## config.mk

```make
export PLATFORM = sky130hd
export DESIGN_NAME = alu_sequencer
export DESIGN_NICKNAME = d
export VERILOG_FILES = /design/src/rtl/alu_sequencer.sv
export SDC_FILE = /design/constraint.sdc
export NUM_CORES = 1
export LEC_CHECK = 0
export BUFFER_PORTS_ARGS = -buffer_cell sky130_fd_sc_hd__buf_4
export CAP_MARGIN = 20
export CORE_AREA = 2 2 68 70
export DETAILED_ROUTE_END_ITERATION = 10
export DIE_AREA = 0 0 70 72
export GPL_TIMING_DRIVEN = 0
export HOLD_SLACK_MARGIN = 0.06
export MAX_ROUTING_LAYER = met4
export PLACE_DENSITY = 0.82
export SLEW_MARGIN = 0
export SYNTH_ARGS = -nofsm -noshare
export SYNTH_HDL_FRONTEND = slang
export SYNTH_SLANG_ARGS = --single-unit
```

## constraint.sdc

```tcl
create_clock -name CLK -period 4.7 [get_ports CLK]
set_clock_uncertainty 0.15 [all_clocks]
set_input_delay 0.94 -clock CLK [delete_from_list [all_inputs] [get_ports CLK]]
set_output_delay 0.94 -clock CLK [all_outputs]
set_load 0.05 [all_outputs]
```

## src/rtl/alu_sequencer.sv

```systemverilog
// -----------------------------------------------------------------------------
// alu_sequencer
//
// Multi-cycle instruction sequencer in front of an external 4-bit ALU.
// Each instruction is accepted in IDLE, decoded (source registers read),
// optionally executed on the external ALU, and written back. R0 reads as
// zero and ignores writes.
//
// Instruction word INSTR[9:0] = {OP[3:0], RD[1:0], RS[1:0], RT[1:0]}
//   ALU ops : 0000 AND, 0001 OR, 0010 ADD, 0110 SUB, 0111 SLT, 1100 NOR, 1101 NAND
//   1111    : LI  R[RD] <= {RS,RT}
//   others  : illegal (ERR pulse, no side effects)
//
// Ports
//   CLK, RSTN        clock (rising edge), asynchronous active-low reset
//   IV / IR          instruction valid / ready; transfer when both are high
//   INSTR[9:0]       instruction word, sampled on the transfer edge
//   ALU_OP/A/B[3:0]  operands to the external ALU, non-zero only in EXEC
//   ALU_R/Z/O        combinational ALU result, zero and overflow flags
//   DONE             one-cycle pulse in the writeback cycle of a legal op
//   ERR              one-cycle pulse in the writeback cycle of an illegal op
//   FLAG_Z/FLAG_O    registered status flags
//   DBG_SEL/DBG_DATA combinational register-file read port
//
// Timing (handshake edge = edge 0)
//   ALU op  : DECODE, EXEC, WB(DONE=1); register/flag update on edge 3
//   LI/ill. : DECODE, WB(DONE/ERR=1);   register update on edge 2
// -----------------------------------------------------------------------------
module alu_sequencer (
  input  logic       CLK,
  input  logic       RSTN,
  input  logic       IV,
  output logic       IR,
  input  logic [9:0] INSTR,
  output logic [3:0] ALU_OP,
  output logic [3:0] ALU_A,
  output logic [3:0] ALU_B,
  input  logic [3:0] ALU_R,
  input  logic       ALU_Z,
  input  logic       ALU_O,
  output logic       DONE,
  output logic       ERR,
  output logic       FLAG_Z,
  output logic       FLAG_O,
  input  logic [1:0] DBG_SEL,
  output logic [3:0] DBG_DATA
);

  localparam logic [3:0] OP_AND  = 4'b0000;
  localparam logic [3:0] OP_OR   = 4'b0001;
  localparam logic [3:0] OP_ADD  = 4'b0010;
  localparam logic [3:0] OP_SUB  = 4'b0110;
  localparam logic [3:0] OP_SLT  = 4'b0111;
  localparam logic [3:0] OP_NOR  = 4'b1100;
  localparam logic [3:0] OP_NAND = 4'b1101;
  localparam logic [3:0] OP_LI   = 4'b1111;

  typedef enum logic [1:0] {
    S_IDLE,
    S_DECODE,
    S_EXEC,
    S_WB
  } state_t;

  typedef enum logic [1:0] {
    K_ALU,
    K_LI,
    K_ILL
  } kind_t;

  state_t      state;
  kind_t       kind;
  logic [9:0]  instr_q;
  logic [3:0]  res_q;
  logic        z_q;
  logic        o_q;
  logic [3:0]  rf [4];

  logic [3:0]  op;
  logic [1:0]  rd;
  logic [1:0]  rs;
  logic [1:0]  rt;

  assign op = instr_q[9:6];
  assign rd = instr_q[5:4];
  assign rs = instr_q[3:2];
  assign rt = instr_q[1:0];

  function automatic logic is_alu_op(input logic [3:0] code);
    case (code)
      OP_AND, OP_OR, OP_ADD, OP_SUB, OP_SLT, OP_NOR, OP_NAND: return 1'b1;
      default:                                                return 1'b0;
    endcase
  endfunction

  // Ready is a pure decode of the state register, so it is high as soon as
  // reset forces IDLE without waiting for a clock.
  assign IR       = (state == S_IDLE);
  // rf[0] is reset to zero and never written, so R0 reads as zero for free.
  assign DBG_DATA = rf[DBG_SEL];

  // NOTE: all state here is sequential and uses non-blocking assignments so
  // every register samples pre-edge values regardless of statement order.
  // NOTE: the register file is only four flops wide and must read zero after
  // reset, so it sits in the reset branch like any other register.
  always_ff @(posedge CLK or negedge RSTN) begin
    if (!RSTN) begin
      state   <= S_IDLE;
      kind    <= K_ILL;
      instr_q <= '0;
      res_q   <= '0;
      z_q     <= 1'b0;
      o_q     <= 1'b0;
      for (int i = 0; i < 4; i++) rf[i] <= '0;
      FLAG_Z  <= 1'b0;
      FLAG_O  <= 1'b0;
      DONE    <= 1'b0;
      ERR     <= 1'b0;
      ALU_OP  <= '0;
      ALU_A   <= '0;
      ALU_B   <= '0;
    end else begin
      // Pulses default low; they are raised only on the edge entering WB.
      DONE <= 1'b0;
      ERR  <= 1'b0;

      case (state)
        S_IDLE: begin
          if (IV) begin
            instr_q <= INSTR;
            state   <= S_DECODE;
          end
        end

        S_DECODE: begin
          if (is_alu_op(op)) begin
            // Operands are loaded straight into the ALU-facing registers;
            // they double as the latched A/B for the EXEC cycle.
            kind   <= K_ALU;
            ALU_OP <= op;
            ALU_A  <= rf[rs];
            ALU_B  <= rf[rt];
            state  <= S_EXEC;
          end else if (op == OP_LI) begin
            kind  <= K_LI;
            DONE  <= 1'b1;
            state <= S_WB;
          end else begin
            kind  <= K_ILL;
            ERR   <= 1'b1;
            state <= S_WB;
          end
        end

        S_EXEC: begin
          res_q  <= ALU_R;
          z_q    <= ALU_Z;
          o_q    <= ALU_O;
          ALU_OP <= '0;
          ALU_A  <= '0;
          ALU_B  <= '0;
          DONE   <= 1'b1;
          state  <= S_WB;
        end

        S_WB: begin
          case (kind)
            K_ALU: begin
              if (rd != 2'd0) rf[rd] <= res_q;
              FLAG_Z <= z_q;
              // Only arithmetic ops define overflow; logic ops keep the old flag.
              if (op == OP_ADD || op == OP_SUB) FLAG_O <= o_q;
            end
            K_LI: begin
              if (rd != 2'd0) rf[rd] <= {rs, rt};
            end
            default: ;
          endcase
          state <= S_IDLE;
        end

        default: state <= S_IDLE;
      endcase
    end
  end

endmodule

```

==> impl_metrics.csv, run 1 <==
group,metric,value,unit
yosys,synth-seq-cells,52,
global_routing,grtUsageTotal,21.0,%
setup_path,slowest_stage,"mux4_2",
die,dieArea,5040,um^2
yosys,synth_edf_count,0,
clock_tree,cts_hold_buffers,0,
die,coreArea,4260,um^2
sta,post-route-period-util,61.6,%
clock_tree,cts_max_level,2,
setup_path,slowest_delay,0.52,ns
global_routing,first_global_vias,1635,
power_and_ir_drop,power_leakage,1.44,nW
sta,max_clock_freq,345,MHz
global_routing,grt_start_max_net_pins,53,
sta,hold_viol,0,
die,fp.dieW,70,um
die,num_io_pins,42,
sta,tightest_slew,0.631,ns
die,num_rows,24,
sta,slew_violations,0,
cells_and_area,final_net_count,268,
drt,wl,4540,um
setup_path,critPathMaxFanout,4,
cells_and_area,layout_commonest_cell,"dfrtp_1",
sta,maxSlewHeadroom,57.9,%
placement,gp_congestion,0.786,
setup_path,cp-end-kind,"output pin",
drt,num_vias,1683,
placement,placed_cells,288,
global_routing,grt_overflow,0,
clock_tree,clockBufferDepth,2,
yosys,synth_area,2500,um^2
yosys,synthCells,195,
die,start_util,58.6,%
clock_tree,cts_tree,"yes",
cells_and_area,diodes,0,
sta,setup_viol,0,
cells_and_area,drive_above_1_share,36.9,%
setup_path,cp_cell_sequence,"buf_4 -> mux4_2 -> buf_4",
clock_tree,post_cts_buffers,0,
sta,rsz0062_at_grt,"no",
worst_hold_path,hp-class,"flip-flop to flip-flop",
drt,drt-pass1-iter-count,6,
placement,dp_hpwl,3420,um
yosys,seq_area_frac_synth,52.1,%
sta,period_needed,2.89,ns
clock_tree,cts_made_buffers,5,
setup_path,worstSetupPathType,"primary input to output pin",
cells_and_area,mostFrequentLayoutCells,"dfrtp_1, buf_4, mux2_2, nand2_1",
drt,drtAntennaViolNets,0,
die,die_h,72,um
power_and_ir_drop,power_density,747,nW/um^2
drt,first_iter_violations,146,
placement,port_buffers,41,
drt,via_per_inst,5.69,
yosys,syn_avg_cell_area,12.8,um^2
drt,wl_per_cell,15.4,um
global_routing,antenna_found_initial,0,
yosys,ys.flop_type,"dfrtp_1",
cells_and_area,area_delta_synth_final,19.2,%
setup_path,cp_common_cell,"buf_4",
drt,drcViolationCount,0,
sta,tns,0,ns
setup_path,crit_arrival,1.80,ns
setup_path,cp.required,3.61,ns
cells_and_area,fin_cells,296,
setup_path,setup.worst_path.start_class,"primary input",
clock_tree,cts_sinks,52,
clock_tree,ctsRootBufferMaster,"clkbuf_8",
status,outcome,"finished clean",
global_routing,grt_pass1_wl,7960,um
yosys,ys_async_sr_fraction,100,%
yosys,ys_warn_count,0,
yosys,synth_nets,220,
yosys,ys_types,33,
clock_tree,clk_pin_slew,0.09,ns
clock_tree,insertion_delay,0.30,ns
run,drv_cap,0,
clock_tree,cts_resized,0,
power_and_ir_drop,ir_drop,347,uV
[synth_stat cells (3+ instances only)]
cell / instances / area (um^2)
o21ai_0: 7 / 35.0
dfrtp_1: 51 / 1280
nor2_1: 12 / 45.0
ha_1: 4 / 50.1
inv_1: 5 / 18.8
mux4_2: 12 / 270
a31o_1: 3 / 26.3
mux2_2: 19 / 214
nand2_1: 16 / 60.1
a21oi_1: 11 / 55.1
nand4_1: 9 / 56.3
mux2i_1: 4 / 40.0
a21bo_1: 8 / 80.1
clkbuf_1: 9 / 33.8
[flip-flops by register name, summed over array words and instances, names as in the netlist, 2 cells and up]
register	cells
res_q	4
kind	2
ALU_OP	4
ALU_A	4
ALU_B	4
state	2
instr_q	10
rf	16
[final cells by class]
cell class	instances	area, um^2
plain buffers	14	65.1
repair buffers	41	308
clock buffers	6	72.6
multi-input cells	124	1110
fillers	332	1280
inverters	5	18.8
well taps	52	65.1
flip-flops and latches	52	1300
clock inverters	2	35.0
[cells by family (layout without fill, tap and decap cells)]
family                   Yosys count  in the layout  share of synthesized area (%)
adder cells (fa/ha/maj)            4              4                           2.00
buffers and inverters             19             68                           3.36
flip-flops                        52             52                           52.1
AND/OR/NAND/NOR                   46             46                           9.16
multiplexers                      36             36                           21.9
AO/OA/AOI/OAI                     38             38                           11.5
[per-layer routing]
metal  up-vias  track usage [%]  share of wire, %
li1        806                -                 -
met1       813             29.3                45
met2        54             30.6                48
met3        10             3.89               5.0
met4         0             9.62               2.4
met5         -                -                 0
[power by group]
| part | switching [W] | total [W] | internal, W |
|---|---|---|---|
| Combinational | 0.000616 | 0.00112 | 0.000506 |
| Clock | 0.000142 | 0.000300 | 0.000158 |
| Sequential | 0.000168 | 0.000802 | 0.000635 |
[critical path, delay by kind of cell]
kind	cells	cell delay [ns]
multiplexers	1	0.52
buffers and inverters	2	0.34
[worst paths after layout]
check                                      from                   end  slack [ns]  cells after the start
setup reg to reg           state[0]$_DFFE_PN0P_  ALU_B[2]$_DFFE_PN0P_        2.69                      7
hold reg to reg            ALU_B[1]$_DFFE_PN0P_  ALU_B[1]$_DFFE_PN0P_        0.33                      1
min in group asynchronous                  RSTN    rf[10]$_DFFE_PN0P_        0.50                      1
hold / removal             ALU_B[1]$_DFFE_PN0P_  ALU_B[1]$_DFFE_PN0P_        0.33                      1
setup / recovery                     DBG_SEL[0]           DBG_DATA[3]        1.81                      3
max in group asynchronous                  RSTN        DONE$_DFF_PN0_        3.47                      1
[metrics by stage]
stage          hold slack (ns)  instance area [um^2]  total power (W)  utilization [%]  worst slack (ns)
2_1_floorplan            0.308                  2500          0.00166                -              2.04
3_3_place_gp             0.314                  2870          0.00190             67.3              1.82
3_5_place_dp             0.319                  2870          0.00194             67.3              1.80
4_1_cts                  0.340                  2980          0.00224             69.9              1.80
5_1_grt                  0.358                  2980          0.00238             69.9              1.78
6_report                 0.332                  2980          0.00222             69.9              1.81
(Power assumes the default switching activity.)
==> run 2, diff against run 1 <==
- CORE_AREA: 2 2 68 70 -> 2 2 71 73
- DIE_AREA: 0 0 70 72 -> 0 0 73 75
- PLACE_DENSITY: 0.82 -> 0.76
- clock period: 4.7 -> 2.67 ns (I/O delays scaled with it)
==> run 2 against run 1 <==
Combinational power is 76% higher. Sequential share of layout area is 0.22 points higher. Routed wire length is 0.59% higher. Register-to-register slack worse by 2.0 ns. Critical endpoint unchanged. Non-clock buffer count stayed put. Critical path type is now flip-flop to output pin. Cell count is 0.68% higher. Total power is 73% higher. Worst hold slack worse by 0.24 ns. Largest power group unchanged. Via count is 0.48% lower. First-iteration DRC count is 43% lower. Final area is 0.50% lower.
==> impl_metrics.csv, run 2 (synthesis results as in run 1) <==
group,metric,value,unit
sta,slew_violations,0,
global_routing,grt_overflow,0,
cells_and_area,largest-register,"rf",
drt,met3_length,229,um
placement,port_buffers,41,
clock_tree,insertion_delay,0.31,ns
sta,max_clock_freq,477,MHz
drt,wl,4570,um
setup_path,timing.rr.end,"ALU_A[2]$_DFFE_PN0P_",
setup_path,setup.worst_path.start_class,"flip-flop",
setup_path,cp_cell_sequence,"mux4_2 -> buf_4",
drt,num_vias,1675,
setup_path,critPathMaxFanout,4,
die,start_util,53.6,%
clock_tree,cts_tree,"yes",
die,num_rows,25,
cells_and_area,mostFrequentLayoutCells,"dfrtp_1, buf_4, mux2_2, nand2_1",
setup_path,critPathTopFamily,"multiplexers",
sta,post-route-period-util,78.6,%
cells_and_area,drive_above_1_share,36.5,%
clock_tree,cts_max_level,2,
setup_path,worstSetupPathType,"flip-flop to output pin",
setup_path,cp.required,1.99,ns
clock_tree,clockBufferDepth,2,
cells_and_area,ff_latch_area,1300,um^2
power_and_ir_drop,ir_drop,563,uV
global_routing,grt_start_max_net_pins,53,
setup_path,slowest_stage,"mux4_2",
cells_and_area,multiInputGateArea,1110,um^2
die,fp.dieW,73,um
die,die_h,75,um
setup_path,reg2reg_from,"state[0]$_DFFE_PN0P_",
cells_and_area,final_net_count,268,
placement,dp_hpwl,3310,um
sta,rsz0062_at_grt,"no",
cells_and_area,reg_top3,"rf: 16 flops, instr_q: 10 flops",
worst_hold_path,hp-class,"primary input to asynchronous set/reset pin",
cells_and_area,final_util,63.6,%
clock_tree,cts_hold_buffers,0,
global_routing,grtUsageTotal,19.6,%
cells_and_area,area_delta_synth_final,18.6,%
clock_tree,ctsRootBufferMaster,"clkbuf_8",
die,dieArea,5480,um^2
cells_and_area,largest_reg_flops,16,
sta,hold_viol,0,
clock_tree,clk_pin_slew,0.09,ns
drt,drcViolationCount,0,
setup_path,slowest_delay,0.48,ns
clock_tree,cts_resized,0,
drt,wl_per_cell,15.3,um
setup_path,cp-end-kind,"output pin",
cells_and_area,n_fill_cell,381,
clock_tree,cts_sinks,52,
global_routing,antenna_found_initial,0,
setup_path,ff2ff_setup_slack,0.72,ns
die,num_io_pins,42,
status,outcome,"finished clean",
sta,period_needed,2.10,ns
placement,gp_congestion,0.827,
sta,maxSlewHeadroom,57.5,%
power_and_ir_drop,power_density,1300,nW/um^2
die,coreArea,4660,um^2
global_routing,grt_pass1_wl,7790,um
setup_path,r2r_cells,7,
clock_tree,cts_made_buffers,5,
drt,via_per_inst,5.62,
sta,tightest_slew,0.638,ns
clock_tree,post_cts_buffers,0,
drt,maxUsedRoutingLayer,"met4",
setup_path,critPathBufInv,1,
run,drv_cap,0,
cells_and_area,layout_commonest_cell,"dfrtp_1",
sta,tns,0,ns
drt,first_iter_violations,83,
drt,drt-pass1-iter-count,4,
drt,wl_met1,2160,um
power_and_ir_drop,power_leakage,1.43,nW
cells_and_area,diodes,0,
sta,setup_viol,0,
drt,met2WireLength,2100,um
setup_path,crit_arrival,1.41,ns
global_routing,first_global_vias,1606,
drt,drtAntennaViolNets,0,
==> run 2: per-stage QoR <==
stage	cell area (um^2)	worst slack, ns	instances	hold slack [ns]	total power, W
after CTS	2960	0.567	298	0.120	0.00388
after global placement	2870	0.603	290	0.314	0.00335
final	2960	0.571	298	0.0913	0.00386
after floorplan	2500	0.817	195	0.0884	0.00291
after detailed placement	2870	0.610	290	0.319	0.00341
after global routing	2960	0.530	298	0.149	0.00412
==> run 2: layer usage <==
| layer | GRT usage, % | vias up |
|---|---|---|
| met3 | 4.15 | 7 |
| met5 | - | - |
| met1 | 27.2 | 811 |
| met4 | 8.44 | 0 |
| li1 | - | 809 |
| met2 | 28.1 | 48 |
==> run 2: layout make-up <==
type                       count  share of cell area [%]
buffer                        14                    2.20
timing repair buffer          41                    10.4
multi-input combinational    124                    37.5
tap                           54                    2.28
clock buffer                   8                    3.04
inverter                       5                   0.633
sequential                    52                    43.9
==> run 2: power by group <==
group	leakage [nW]	switching, W	internal (W)
clock	0.0455	0.000257	0.000212
combinational	0.734	0.00108	0.000891
sequential	0.646	0.000300	0.00112
==> run 2: how the worst max path moves through the flow <==
stage | cells past startpoint | end | slack (ns) | from
final | 2 | DBG_DATA[3] | 0.57 | rf[3]$_DFFE_PN0P_
after global routing | 7 | ALU_B[0]$_DFFE_PN0P_ | 0.53 | state[0]$_DFFE_PN0P_
after global placement | 3 | DBG_DATA[1] | 0.60 | DBG_SEL[0]
after detailed placement | 3 | DBG_DATA[3] | 0.61 | DBG_SEL[0]
after floorplan | 5 | instr_q[0]$_DFFE_PN0P_ | 0.82 | state[0]$_DFFE_PN0P_
after CTS | 2 | DBG_DATA[3] | 0.57 | rf[3]$_DFFE_PN0P_
==> run 2: worst register-to-register path, cell delays in order (launching register included) <==
cell	delay, ns
dfrtp_1	0.43
inv_1	0.08
ha_1	0.19
buf_2	0.20
inv_1	0.17
clkbuf_1	0.35
nand4_1	0.12
a21bo_1	0.20
==> run 3, diff against run 2 <==
- clock period: 2.67 -> 1.96 ns (I/O delays scaled with it)
==> run 3 against run 2 <==
Routed wire length increased by 7.7%. Utilization rose by 2.4 points. Die area stayed put. Sequential power up 36%. Critical path depth unchanged. Sequential share of layout area decreased by 1.6 points. Cell count is 4.0% higher. Clock power up 37%. Largest cell class unchanged. Highest routed layer unchanged.
==> impl_metrics.csv, run 3 (synthesis results as in run 1) <==
group,metric,value,unit
status,outcome,"finished clean",
sta,post-route-period-util,98.7,%
placement,placed_cells,290,
setup_path,critPathMaxFanout,4,
cells_and_area,reg_top3,"rf: 16 flops, instr_q: 10 flops",
global_routing,grtUsageMet1,27.2,%
sta,setup_viol,0,
setup_path,cp-end-kind,"output pin",
global_routing,grt_start_max_net_pins,53,
die,coreArea,4660,um^2
sta,hold_viol,0,
power_and_ir_drop,power_density,1780,nW/um^2
clock_tree,clk_pin_slew,0.10,ns
power_and_ir_drop,power_switching,0.00230,W
power_and_ir_drop,ir_drop,777,uV
die,num_io_pins,42,
clock_tree,cts_tree,"yes",
placement,gp_congestion,0.827,
global_routing,busiest_layer,"met2",
clock_tree,cts_made_buffers,5,
setup_path,slowest_stage,"mux4_2",
global_routing,grt_util_met2,28.1,%
global_routing,grt_overflow,0,
setup_path,setup.worst_path.start_class,"flip-flop",
cells_and_area,largest_reg_flops,16,
placement,post-place-ws,0.0169,ns
clock_tree,clockBufferDepth,2,
global_routing,grtUsageTotal,19.6,%
drt,num_vias,1737,
worst_hold_path,whs_endpoint,"state[1]$_DFFE_PN0P_",
power_and_ir_drop,p_clk_share,11.8,%
cells_and_area,multiInputGateArea,1110,um^2
setup_path,critPathTopFamily,"multiplexers",
power_and_ir_drop,sw_frac_of_total,42.1,%
cells_and_area,largest-register,"rf",
sta,fin_ws,0.0257,ns
setup_path,reg2reg_from,"state[0]$_DFFE_PN0P_",
worst_hold_path,hp-class,"primary input to flip-flop",
die,num_rows,25,
die,die_h,75,um
die,start_util,53.6,%
placement,port_buffers,41,
cells_and_area,mostFrequentLayoutCells,"dfrtp_1, buf_4, mux2_2, nand2_1",
global_routing,antenna_found_initial,0,
clock_tree,insertion_delay,0.31,ns
setup_path,r2r_cells,7,
run,drv_cap,0,
power_and_ir_drop,total_power,0.00546,W
drt,wl,4920,um
sta,max_clock_freq,517,MHz
placement,dpl_cell_area,2870,um^2
setup_path,cp_cell_sequence,"mux4_2 -> buf_4",
clock_tree,ctsRootBufferMaster,"clkbuf_8",
drt,via_per_inst,5.60,
drt,drt-pass1-iter-count,4,
cells_and_area,drive_above_1_share,40.2,%
power_and_ir_drop,internal-power,0.00316,W
setup_path,crit_arrival,1.39,ns
sta,tightest_slew,0.646,ns
die,dieArea,5480,um^2
cells_and_area,diodes,0,
cells_and_area,area_delta_synth_final,23.0,%
setup_path,cp.required,1.42,ns
global_routing,grt_pass1_wl,7790,um
drt,drcViolationCount,0,
sta,slew_violations,0,
power_and_ir_drop,pwr-share-comb,52.9,%
setup_path,ff2ff_setup_slack,0.15,ns
sta,period_needed,1.93,ns
cells_and_area,final_net_count,280,
power_and_ir_drop,power_leakage,1.50,nW
cells_and_area,n_fill_cell,361,
setup_path,timing.rr.end,"ALU_A[2]$_DFFE_PN0P_",
power_and_ir_drop,pwr-share-seq,35.3,%
worst_hold_path,holdPathStages,2,
global_routing,met3_usage,4.15,%
setup_path,slowest_delay,0.46,ns
cells_and_area,fin_cells,310,
cells_and_area,final_area,3070,um^2
die,fp.dieW,73,um
clock_tree,cts_max_level,2,
cells_and_area,ff_latch_area,1300,um^2
worst_hold_path,hp-start,"IV",
setup_path,worstSetupPathType,"flip-flop to output pin",
drt,first_iter_violations,104,
drt,wl_per_cell,15.9,um
placement,dp_hpwl,3310,um
clock_tree,cts_sinks,52,
cells_and_area,layout_commonest_cell,"dfrtp_1",
global_routing,first_global_vias,1607,
sta,maxSlewHeadroom,56.9,%
drt,drtAntennaViolNets,0,
sta,timing.hold.ws,0.123,ns
setup_path,critPathBufInv,1,
[run 3: changes by cell type in the layout (fill, tap and decap cells not counted)]
| cell | previous run | this run |
|---|---|---|
| buf_6 | 1 | 4 |
| buf_4 | 41 | 49 |
| clkbuf_4 | 0 | 1 |
| clkbuf_1 | 11 | 8 |
| buf_2 | 2 | 1 |
| clkbuf_2 | 2 | 5 |
| dlygate4sd3_1 | 0 | 1 |
[run 3: layout make-up]
class	count	area share, %
timing repair buffer	53	13.4
buffer	14	2.32
inverter	5	0.611
tap	54	2.20
sequential	52	42.4
clock buffer	8	2.93
multi-input combinational	124	36.2
[run 3: routing by layer]
layer,part of all wire [%],wire (um),vias to the layer above
met3,3.8,185,9
met5,0,0,-
li1,-,-,831
met2,47,2310,50
met1,47,2340,847
met4,1.9,93,0
[run 3: power by group through the flow]
stage	clock [W]	sequential, W	combinational, W
finish	0.000644	0.00193	0.00289
floorplan	0	0.00217	0.00179
global placement	0	0.00191	0.00266
CTS	0.000647	0.00193	0.00272
detailed placement	0	0.00195	0.00269
global route	0.000680	0.00199	0.00314
[run 3: worst max path at each step]
stage	start	end	slack [ns]	depth (start not counted)
CTS	rf[5]$_DFFE_PN0P_	DBG_DATA[1]	0.005	2
detailed placement	state[0]$_DFFE_PN0P_	ALU_B[1]$_DFFE_PN0P_	0.02	7
global route	rf[0]$_DFFE_PN0P_	DBG_DATA[0]	-0.009	2
floorplan	state[0]$_DFFE_PN0P_	instr_q[0]$_DFFE_PN0P_	0.11	5
finish	rf[14]$_DFFE_PN0P_	DBG_DATA[2]	0.03	2
global placement	state[0]$_DFFE_PN0P_	ALU_A[2]$_DFFE_PN0P_	0.04	7
[run 3: stage by stage]
stage          setup TNS [ns]  utilization [%]
2_1_floorplan               0                -
4_1_cts                     0             63.9
6_report                    0             66.0
5_1_grt               -0.0156             66.0
3_3_place_gp                0             61.7
3_5_place_dp                0             61.7
[run 3: what timing repair did]
item / in CTS / in global routing
buffers inserted: 0 / 11
endpoints found under the hold margin: 51 / 0
hold buffers: 1 / 0
gates resized for setup: 2 / 7
endpoints found under the setup margin: 4 / 14
